[src/rtl/dsram_like_bridge_pkg.sv]
// Shared definitions for the SRAM-port to sram-like bus bridge:
// FSM state encodings and bus transfer-size codes.
package dsram_like_bridge_pkg;

  typedef enum logic [2:0] {
    ST_IDLE = 3'd0,
    ST_REQ  = 3'd1,
    ST_WAIT = 3'd2,
    ST_DONE = 3'd3,
    ST_DROP = 3'd4
  } state_e;

  localparam logic [1:0] SIZE_BYTE = 2'd0;
  localparam logic [1:0] SIZE_HALF = 2'd1;
  localparam logic [1:0] SIZE_WORD = 2'd2;

endpackage

[src/rtl/dsram_like_bridge_wen2size.sv]
// Maps the CPU byte-lane write enables to a bus transfer size and the low
// address bits of the first enabled lane. Reads and irregular masks use a full word.
module dsram_like_bridge_wen2size
  import dsram_like_bridge_pkg::*;
(
  input  logic [3:0] wen,
  output logic [1:0] size,
  output logic [1:0] addr_lo
);

  always_comb begin
    size    = SIZE_WORD;
    addr_lo = 2'b00;
    case (wen)
      4'b0011: begin size = SIZE_HALF; addr_lo = 2'b00; end
      4'b1100: begin size = SIZE_HALF; addr_lo = 2'b10; end
      4'b0001: begin size = SIZE_BYTE; addr_lo = 2'b00; end
      4'b0010: begin size = SIZE_BYTE; addr_lo = 2'b01; end
      4'b0100: begin size = SIZE_BYTE; addr_lo = 2'b10; end
      4'b1000: begin size = SIZE_BYTE; addr_lo = 2'b11; end
      default: begin size = SIZE_WORD; addr_lo = 2'b00; end
    endcase
  end

endmodule

[src/rtl/dsram_like_bridge.sv]
// Bridges the CPU single-cycle data SRAM port onto the sram-like req/addr_ok/data_ok
// bus with one transaction outstanding; cpu_stall freezes the pipeline until completion.
module dsram_like_bridge
  import dsram_like_bridge_pkg::*;
#(
  parameter int ADDR_W = 32,
  parameter int DATA_W = 32
) (
  input  logic              clk,
  input  logic              resetn,
  input  logic              data_sram_en,
  input  logic [3:0]        data_sram_wen,
  input  logic [ADDR_W-1:0] data_sram_addr,
  input  logic [DATA_W-1:0] data_sram_wdata,
  output logic [DATA_W-1:0] data_sram_rdata,
  input  logic              cpu_hold,
  input  logic              flush,
  output logic              cpu_stall,
  output logic              data_req,
  output logic              data_wr,
  output logic [1:0]        data_size,
  output logic [ADDR_W-1:0] data_addr,
  output logic [DATA_W-1:0] data_wdata,
  input  logic              data_addr_ok,
  input  logic              data_data_ok,
  input  logic [DATA_W-1:0] data_rdata
);

  state_e            state, state_n;
  logic              flush_pend, flush_pend_n;
  logic              req_c, take_rdata, issue;
  logic              wr_c, wr_p1;
  logic [1:0]        size_c, addr_lo_c, size_p1;
  logic [ADDR_W-1:0] addr_c, addr_p1;
  logic [DATA_W-1:0] wdata_p1;
  logic              unused_addr_lo;

  dsram_like_bridge_wen2size u_wen2size (
    .wen     (data_sram_wen),
    .size    (size_c),
    .addr_lo (addr_lo_c)
  );

  assign addr_c         = {data_sram_addr[ADDR_W-1:2], addr_lo_c};
  assign wr_c           = |data_sram_wen;
  assign unused_addr_lo = ^data_sram_addr[1:0];

  // A flush seen while the request waits for addr_ok is remembered so the
  // accepted transaction is drained instead of delivered.
  always_comb begin
    state_n      = state;
    flush_pend_n = flush_pend;
    req_c        = 1'b0;
    take_rdata   = 1'b0;
    case (state)
      ST_IDLE: begin
        req_c        = data_sram_en & ~flush;
        flush_pend_n = 1'b0;
        if (req_c && data_addr_ok) begin
          if (data_data_ok) begin
            state_n    = ST_DONE;
            take_rdata = 1'b1;
          end else begin
            state_n = ST_WAIT;
          end
        end else if (req_c) begin
          state_n = ST_REQ;
        end
      end
      ST_REQ: begin
        req_c = 1'b1;
        if (data_addr_ok) begin
          flush_pend_n = 1'b0;
          if (flush || flush_pend) begin
            state_n = data_data_ok ? ST_IDLE : ST_DROP;
          end else if (data_data_ok) begin
            state_n    = ST_DONE;
            take_rdata = 1'b1;
          end else begin
            state_n = ST_WAIT;
          end
        end else if (flush) begin
          flush_pend_n = 1'b1;
        end
      end
      ST_WAIT: begin
        if (flush) begin
          state_n = data_data_ok ? ST_IDLE : ST_DROP;
        end else if (data_data_ok) begin
          state_n    = ST_DONE;
          take_rdata = 1'b1;
        end
      end
      ST_DROP: begin
        if (data_data_ok) state_n = ST_IDLE;
      end
      ST_DONE: begin
        if (flush || !cpu_hold) state_n = ST_IDLE;
      end
      default: state_n = ST_IDLE;
    endcase
  end

  assign issue = (state == ST_IDLE) & req_c;

  // Bus outputs come straight from the CPU port on the issue cycle and from the
  // captured copy while the request is held, so a flush cannot disturb them.
  assign data_req   = req_c & resetn;
  assign data_wr    = (state == ST_REQ) ? wr_p1    : wr_c;
  assign data_size  = (state == ST_REQ) ? size_p1  : size_c;
  assign data_addr  = (state == ST_REQ) ? addr_p1  : addr_c;
  assign data_wdata = (state == ST_REQ) ? wdata_p1 : data_sram_wdata;
  assign cpu_stall  = resetn & ((data_sram_en & ~flush & (state != ST_DONE)) |
                                (state == ST_DROP));

  always_ff @(posedge clk or negedge resetn) begin
    if (!resetn) begin
      state      <= ST_IDLE;
      flush_pend <= 1'b0;
    end else begin
      state      <= state_n;
      flush_pend <= flush_pend_n;
    end
  end

  always_ff @(posedge clk or negedge resetn) begin
    if (!resetn) begin
      data_sram_rdata <= '0;
    end else if (take_rdata) begin
      data_sram_rdata <= data_rdata;
    end
  end

  always_ff @(posedge clk) begin
    if (issue) begin
      addr_p1  <= addr_c;
      size_p1  <= size_c;
      wr_p1    <= wr_c;
      wdata_p1 <= data_sram_wdata;
    end
  end

endmodule

[config.mk]
export PLATFORM = sky130hd
export DESIGN_NAME = dsram_like_bridge
export DESIGN_NICKNAME = d
export VERILOG_FILES = /design/src/rtl/dsram_like_bridge_pkg.sv /design/src/rtl/dsram_like_bridge_wen2size.sv /design/src/rtl/dsram_like_bridge.sv
export SDC_FILE = /design/constraint.sdc
export NUM_CORES = 1
export LEC_CHECK = 0
export BUFFER_PORTS_ARGS = -buffer_cell sky130_fd_sc_hd__buf_2
export CORE_ASPECT_RATIO = 0.6
export CORE_MARGIN = 1.5
export CORE_UTILIZATION = 45
export DETAILED_ROUTE_END_ITERATION = 10
export GPL_TIMING_DRIVEN = 0
export PLACE_DENSITY = 0.89
export SLEW_MARGIN = 5
export SYNTH_ARGS = -nofsm -noshare
export SYNTH_HDL_FRONTEND = slang
export SYNTH_HIERARCHICAL = 1
export SYNTH_SLANG_ARGS = --single-unit
[constraint.sdc]
create_clock -name clk -period 11.8 [get_ports clk]
set_input_delay 1.18 -clock clk [delete_from_list [all_inputs] [get_ports clk]]
set_output_delay 1.18 -clock clk [all_outputs]
set_load 0.03 [all_outputs]
## Yosys cells after proc, flatten, opt, wreduce, memory -nomap -nowiden

Index checks and enable logic that the tools add are counted.

- Memories kept: 0
- RAM bits: 0
- Output and inout port bits: 101
- Bits in registers: 103
- Memory bits (read-only): 0
- Bits in latches: 0

- Eq/ne operators: 17
- Reductions and logical operators: 12
- Divide/modulo/power cells: 0
- Bitwise gates (word level): 7
- Shifts and indexed selects: 0
- $mul: 0
- Muxes and demuxes: 27
- $add $sub $neg: 0
- $lt $le $gt $ge: 0

Operator list:

| operator | number |
|---|---|
| 32-bit 2-to-1 mux | 2 |
| 3-bit 2-to-1 mux | 9 |
| 3-bit case mux with 5 select lines | 1 |
| 1-bit 2-to-1 mux | 9 |
| 4-bit by 2-bit equality test with 1-bit output, second input constant | 2 |
| 4-bit equality test, second input constant | 2 |
| 4-bit OR reduction | 2 |
| 3-bit by 2-bit equality test with 1-bit output, second input constant | 2 |
| 2-bit != test, second input constant | 3 |
| 3-bit by 2-bit != test with 1-bit output, second input constant | 2 |
| 3-bit != test, second input constant | 2 |
| 2-bit case mux with 3 select lines | 1 |
| 1-bit bitwise AND | 5 |
| 5-bit AND reduction | 1 |
| 4-bit by 1-bit equality test with 1-bit output, second input constant | 1 |
| 4-bit by 3-bit equality test with 1-bit output, second input constant | 1 |
| 1-bit case mux with 2 select lines | 2 |
| 2-bit case mux with 2 select lines | 1 |
| 2-bit OR reduction | 2 |
| 3-bit by 1-bit equality test with 1-bit output, second input constant | 1 |
| 3-bit equality test, second input constant | 1 |
| 3-bit zero test | 1 |
| 1-bit case mux with 3 select lines | 1 |
| 1-bit logical OR | 2 |
| other kinds (7) | 7 |

## Logic depth before layout (Yosys ltp)

- Word-level depth: 5
- Depth in mapped cells: 6

## Hierarchy

The synthesis kept the hierarchy.

By module, submodules not included:

| module | instances | cells each | area each (µm²) |
|---|---|---|---|
| dsram_like_bridge | 1 | 259 | 4398.0 |
| dsram_like_bridge_wen2size | 1 | 8 | 53.8 |

## Worst setup path after synthesis

No wires, ideal clock.

- Kind: input to register
- Start: input flush
- End: register addr_p1[0], enable pin
- Stages on the path: 2
- Required time: 11.143 ns
- Library setup time: 0.657 ns
- Slack: 3.415 ns
- Arrival time: 7.728 ns
- Path buffers: 0
- Path through: nand2b_1 nor4_1

- Cells in the longest elaborated chain, start to end: 4

RTL lines:

| element | line | RTL |
|---|---|---|
| from (decl) | dsram_like_bridge.sv:17 | `input logic flush,` |
| 1-bit inverter | dsram_like_bridge.sv:57 | `req_c = data_sram_en & ~flush;` |
| 1-bit bitwise AND | dsram_like_bridge.sv:57 |  |
| 1-bit case mux with 2 select lines | dsram_like_bridge.sv:55 | `case (state)` |
| 1-bit bitwise AND | dsram_like_bridge.sv:104 | `assign issue = (state == ST_IDLE) & req_c;` |
| via issue | dsram_like_bridge.sv:31 | `logic req_c, take_rdata, issue;` |
| to (signal assigned) | dsram_like_bridge.sv:136 | `addr_p1 <= addr_c;` |
| to (decl) | dsram_like_bridge.sv:34 | `logic [ADDR_W-1:0] addr_c, addr_p1;` |

The timed path passes the listed nets, and every way through them passes these cells.
A chain may end at the register's enable or synchronous reset.

## Final worst setup path

- Start: input data_sram_wen[1]
- End: output data_wr

- Cells in the longest elaborated chain, start to end: 2

RTL lines:

| element | line | RTL |
|---|---|---|
| from (decl) | dsram_like_bridge.sv:12 | `input logic [3:0] data_sram_wen,` |
| 4-bit OR reduction | dsram_like_bridge.sv:45 | `assign wr_c = \|data_sram_wen;` |
| via wr_c | dsram_like_bridge.sv:32 | `logic wr_c, wr_p1;` |
| 1-bit 2-to-1 mux | dsram_like_bridge.sv:109 | `assign data_wr = (state == ST_REQ) ? wr_p1 : wr_c;` |
| to (decl) | dsram_like_bridge.sv:20 | `output logic data_wr,` |

The timed path passes the listed nets, and every way through them passes these cells.

==> results.md <==
- Yosys cell types: 36
- Number of max-cap violations: 0
- Flops & latches, synth: approximately 100
- Mapped Cells: around 270
- Leakage: between 2 and 3 nW
- Tot GR Track Use: 0.198
- Crit path launch type: input port
- Period utilization: 0.296
- Overall Power: approximately 1.7 mW
- Mapped Area: around 4500 µm²
- Grt peak-use layer: met2
- WP data arrival: roughly 2.3 ns
- WS Path Type: in2out
- CTS buffer count: 9
- Pre-Repair DR Iteration Count: 4
- Final Hold Vio Count: 0
- Layout cell share with drive strength beyond 1: 0.575
- RSZ-0062 raised after global routing: false
- Number of synthesized flops with an enable pin: between 60 and 70
- Worst-path fanout max: 6
- WP data required: 10.62 ns
- Relative slew slack: 0.367
- Slew @ Worst Pin: ~0.94 ns
- Worst r2r path cells: 6
- Core area: 9390 µm²
- CTS Hold Bufs: 0
- Met3 usage: 0.0794
- Syn avg cell area: about 17 µm²
- Nets: 598
- Worst Setup End Kind: output pin
- Worst R2R End: wdata_p1[11]$_DFFE_PP_
- M1 GR Usage: 0.253
- Hpwl dp: 7.89 mm
- Met2 usage: 0.314
- R2R Path Start: state[0]$_DFFE_PN0P_
- Initial antenna violation count: 0
- Final setup fails: 0
- Vias in the first global route: between 3000 and 4000
- Synth-to-Final Area Change: 34.5%
- Status: complete, no violations
- WL/cell: ~16 µm
- FMAX: approximately 290 MHz
- Max H-tree Level: 3
- Cts repair resizes: 0
- Final wirelength: about 10 mm
- Post-CTS Setup Repair Bufs: 0
- Worst setup path endpoint: data_wr
- Final core utilization: 0.637
- Total gr overflow: 0
- CTS tree: yes
- Mapped Nets: 374
- Largest net degree at the start of global routing: 39
- Gpl congestion: between 0.9 and 1
- Post-synth ARST share: 0.350
- Synth warn: 6
- Drt drc: 0
- Final ANT Viol Nets: 0
- Multi-input logic area: roughly 1400 µm²
- Clk_lat worst skew: between 0.3 and 0.4 ns
- R2R Setup Slk: a little over 9 ns
- Die height: roughly 80 µm
- Clock transition at the registers of the reported paths: roughly 0.070 ns
- Max rail drop VDD: around 0.17 mV
- Final Max Slew Viols: 0
- First-pass GRT wire length: 16.1 mm
- Vias: between 3000 and 4000
- Setup TNS: 0 ns
- Die X: approximately 130 µm
- Register area share after synthesis: 0.654
- I/O pin count: between 200 and 250
- Fillers: 706
- # rows: 27
- IO buf count: 205
- HP Class: reg2reg
- CP Launch Point: data_sram_wen[1]
- Initial core utilization: 0.474
- DR iter-0 viols: roughly 160
- Skew final: between 0.009 and 0.01 ns
- CTS root buf: clkbuf_16
- ANT cells: 0
- Total power per unit cell area: between 200 and 300 nW/µm²
- Longest Clk Path Bufs: 2
- Clk sinks: a little over 100
- Die ar.: about 11000 µm²
- Min Tclk post-route: roughly 3.5 ns
- Prevailing post-synth register cell: edfxtp_1
- Vias/cell: 5.00
- Seq. cell area: between 2000 and 3000 µm²
## through the flow
stage                     worst slack, ns  hold WS, ns  std cells  instance area [µm²]
after CTS                            8.27        0.486        626                 5990
after floorplan                      3.42        0.514        267                 4450
after global routing                 8.17        0.498        626                 5990
after detailed placement             8.29        0.471        610                 5710
final                                8.31        0.484        626                 5990
after global placement              0.871        0.463        602                 5640
## cells in the final DEF (no fill, tap or decap), types with 2 or more instances in the layout
master and count:
clkbuf_16 9, mux2_1 60, edfxtp_1 67, mux2_2 39, dfrtp_1 36, nand2b_1 4
clkbuf_1 2, buf_2 210, o21bai_1 2, nor2_4 2, buf_6 4, nor2_1 6
inv_6 2, nand2_1 3, xnor2_1 2, buf_4 11, a21oi_1 7, nor3_1 2
o21ai_0 5
## final cells by class
type	count	area share
Multi-Input combinational cell	149	0.241
Tap cell	130	0.0272
Clock buffer	12	0.0414
Clock inverter	4	0.00481
Timing Repair Buffer	213	0.182
Buffer	13	0.0155
Sequential cell	103	0.487
Inverter	2	0.00125
## Yosys cell counts (all sizes together), types with 2 or more instances
master,count,share of area
nor3,3,0.0045
inv,2,0.0017
o21bai,2,0.0034
dfrtp,36,0.20
xnor2,2,0.0039
nand2,3,0.0025
nand2b,4,0.0056
o21ai,5,0.0056
a21oi,7,0.0079
mux2,99,0.25
buf,12,0.020
o211ai,2,0.0045
nor2,8,0.010
edfxtp,67,0.45
## cell families (layout without fill, tap and decap cells)
family / after synthesis / after routing / share of synthesized area
muxes: 99 / 99 / 0.250
buffers and inverters: 15 / 244 / 0.0225
DFF: 103 / 103 / 0.654
xor gates and xnor gates: 2 / 2 / 0.00394
AOI/OAI and AO/OA: 24 / 24 / 0.0368
and+or+nand+nor: 24 / 24 / 0.0320
## worst min-delay path by stage
| stage | startpoint | endpoint | cells past startpoint |
|---|---|---|---|
| floorplan | flush_pend$_DFFE_PN0P_ | flush_pend$_DFFE_PN0P_ | 2 |
| global placement | data_sram_rdata[1]$_DFFE_PN0P_ | data_sram_rdata[1]$_DFFE_PN0P_ | 1 |
| detailed placement | data_sram_rdata[11]$_DFFE_PN0P_ | data_sram_rdata[11]$_DFFE_PN0P_ | 1 |
| CTS | data_sram_rdata[11]$_DFFE_PN0P_ | data_sram_rdata[11]$_DFFE_PN0P_ | 1 |
| global route | data_sram_rdata[20]$_DFFE_PN0P_ | data_sram_rdata[20]$_DFFE_PN0P_ | 1 |
| finish | data_sram_rdata[11]$_DFFE_PN0P_ | data_sram_rdata[11]$_DFFE_PN0P_ | 1 |
## state kept, by name, indices dropped and copies added (netlist names)
| name | flops |
|---|---|
| addr_p1 | 32 |
| flush_pend | 1 |
| wr_p1 | 1 |
| wdata_p1 | 32 |
| size_p1 | 2 |
| state | 3 |
| data_sram_rdata | 32 |
## worst max-delay path: stages
cell and delay (ns):
buf_2 0.14, or4_1 0.55, mux2_2 0.27, buf_2 0.18
## metal layers
layer  vias up  share of wire
li1       1460              -
met1      1514           0.44
met2       146           0.46
met3        11          0.092
met4         0         0.0099
met5         -              0
## where the power goes
group          internal, mW  switching (mW)  leakage (nW)
logic                 0.311           0.567          1.42
clock network         0.151           0.125         0.141
registers             0.487          0.0411          1.05
total                 0.949           0.733          2.60
No activity file was read; power rests on OpenSTA's default activity.
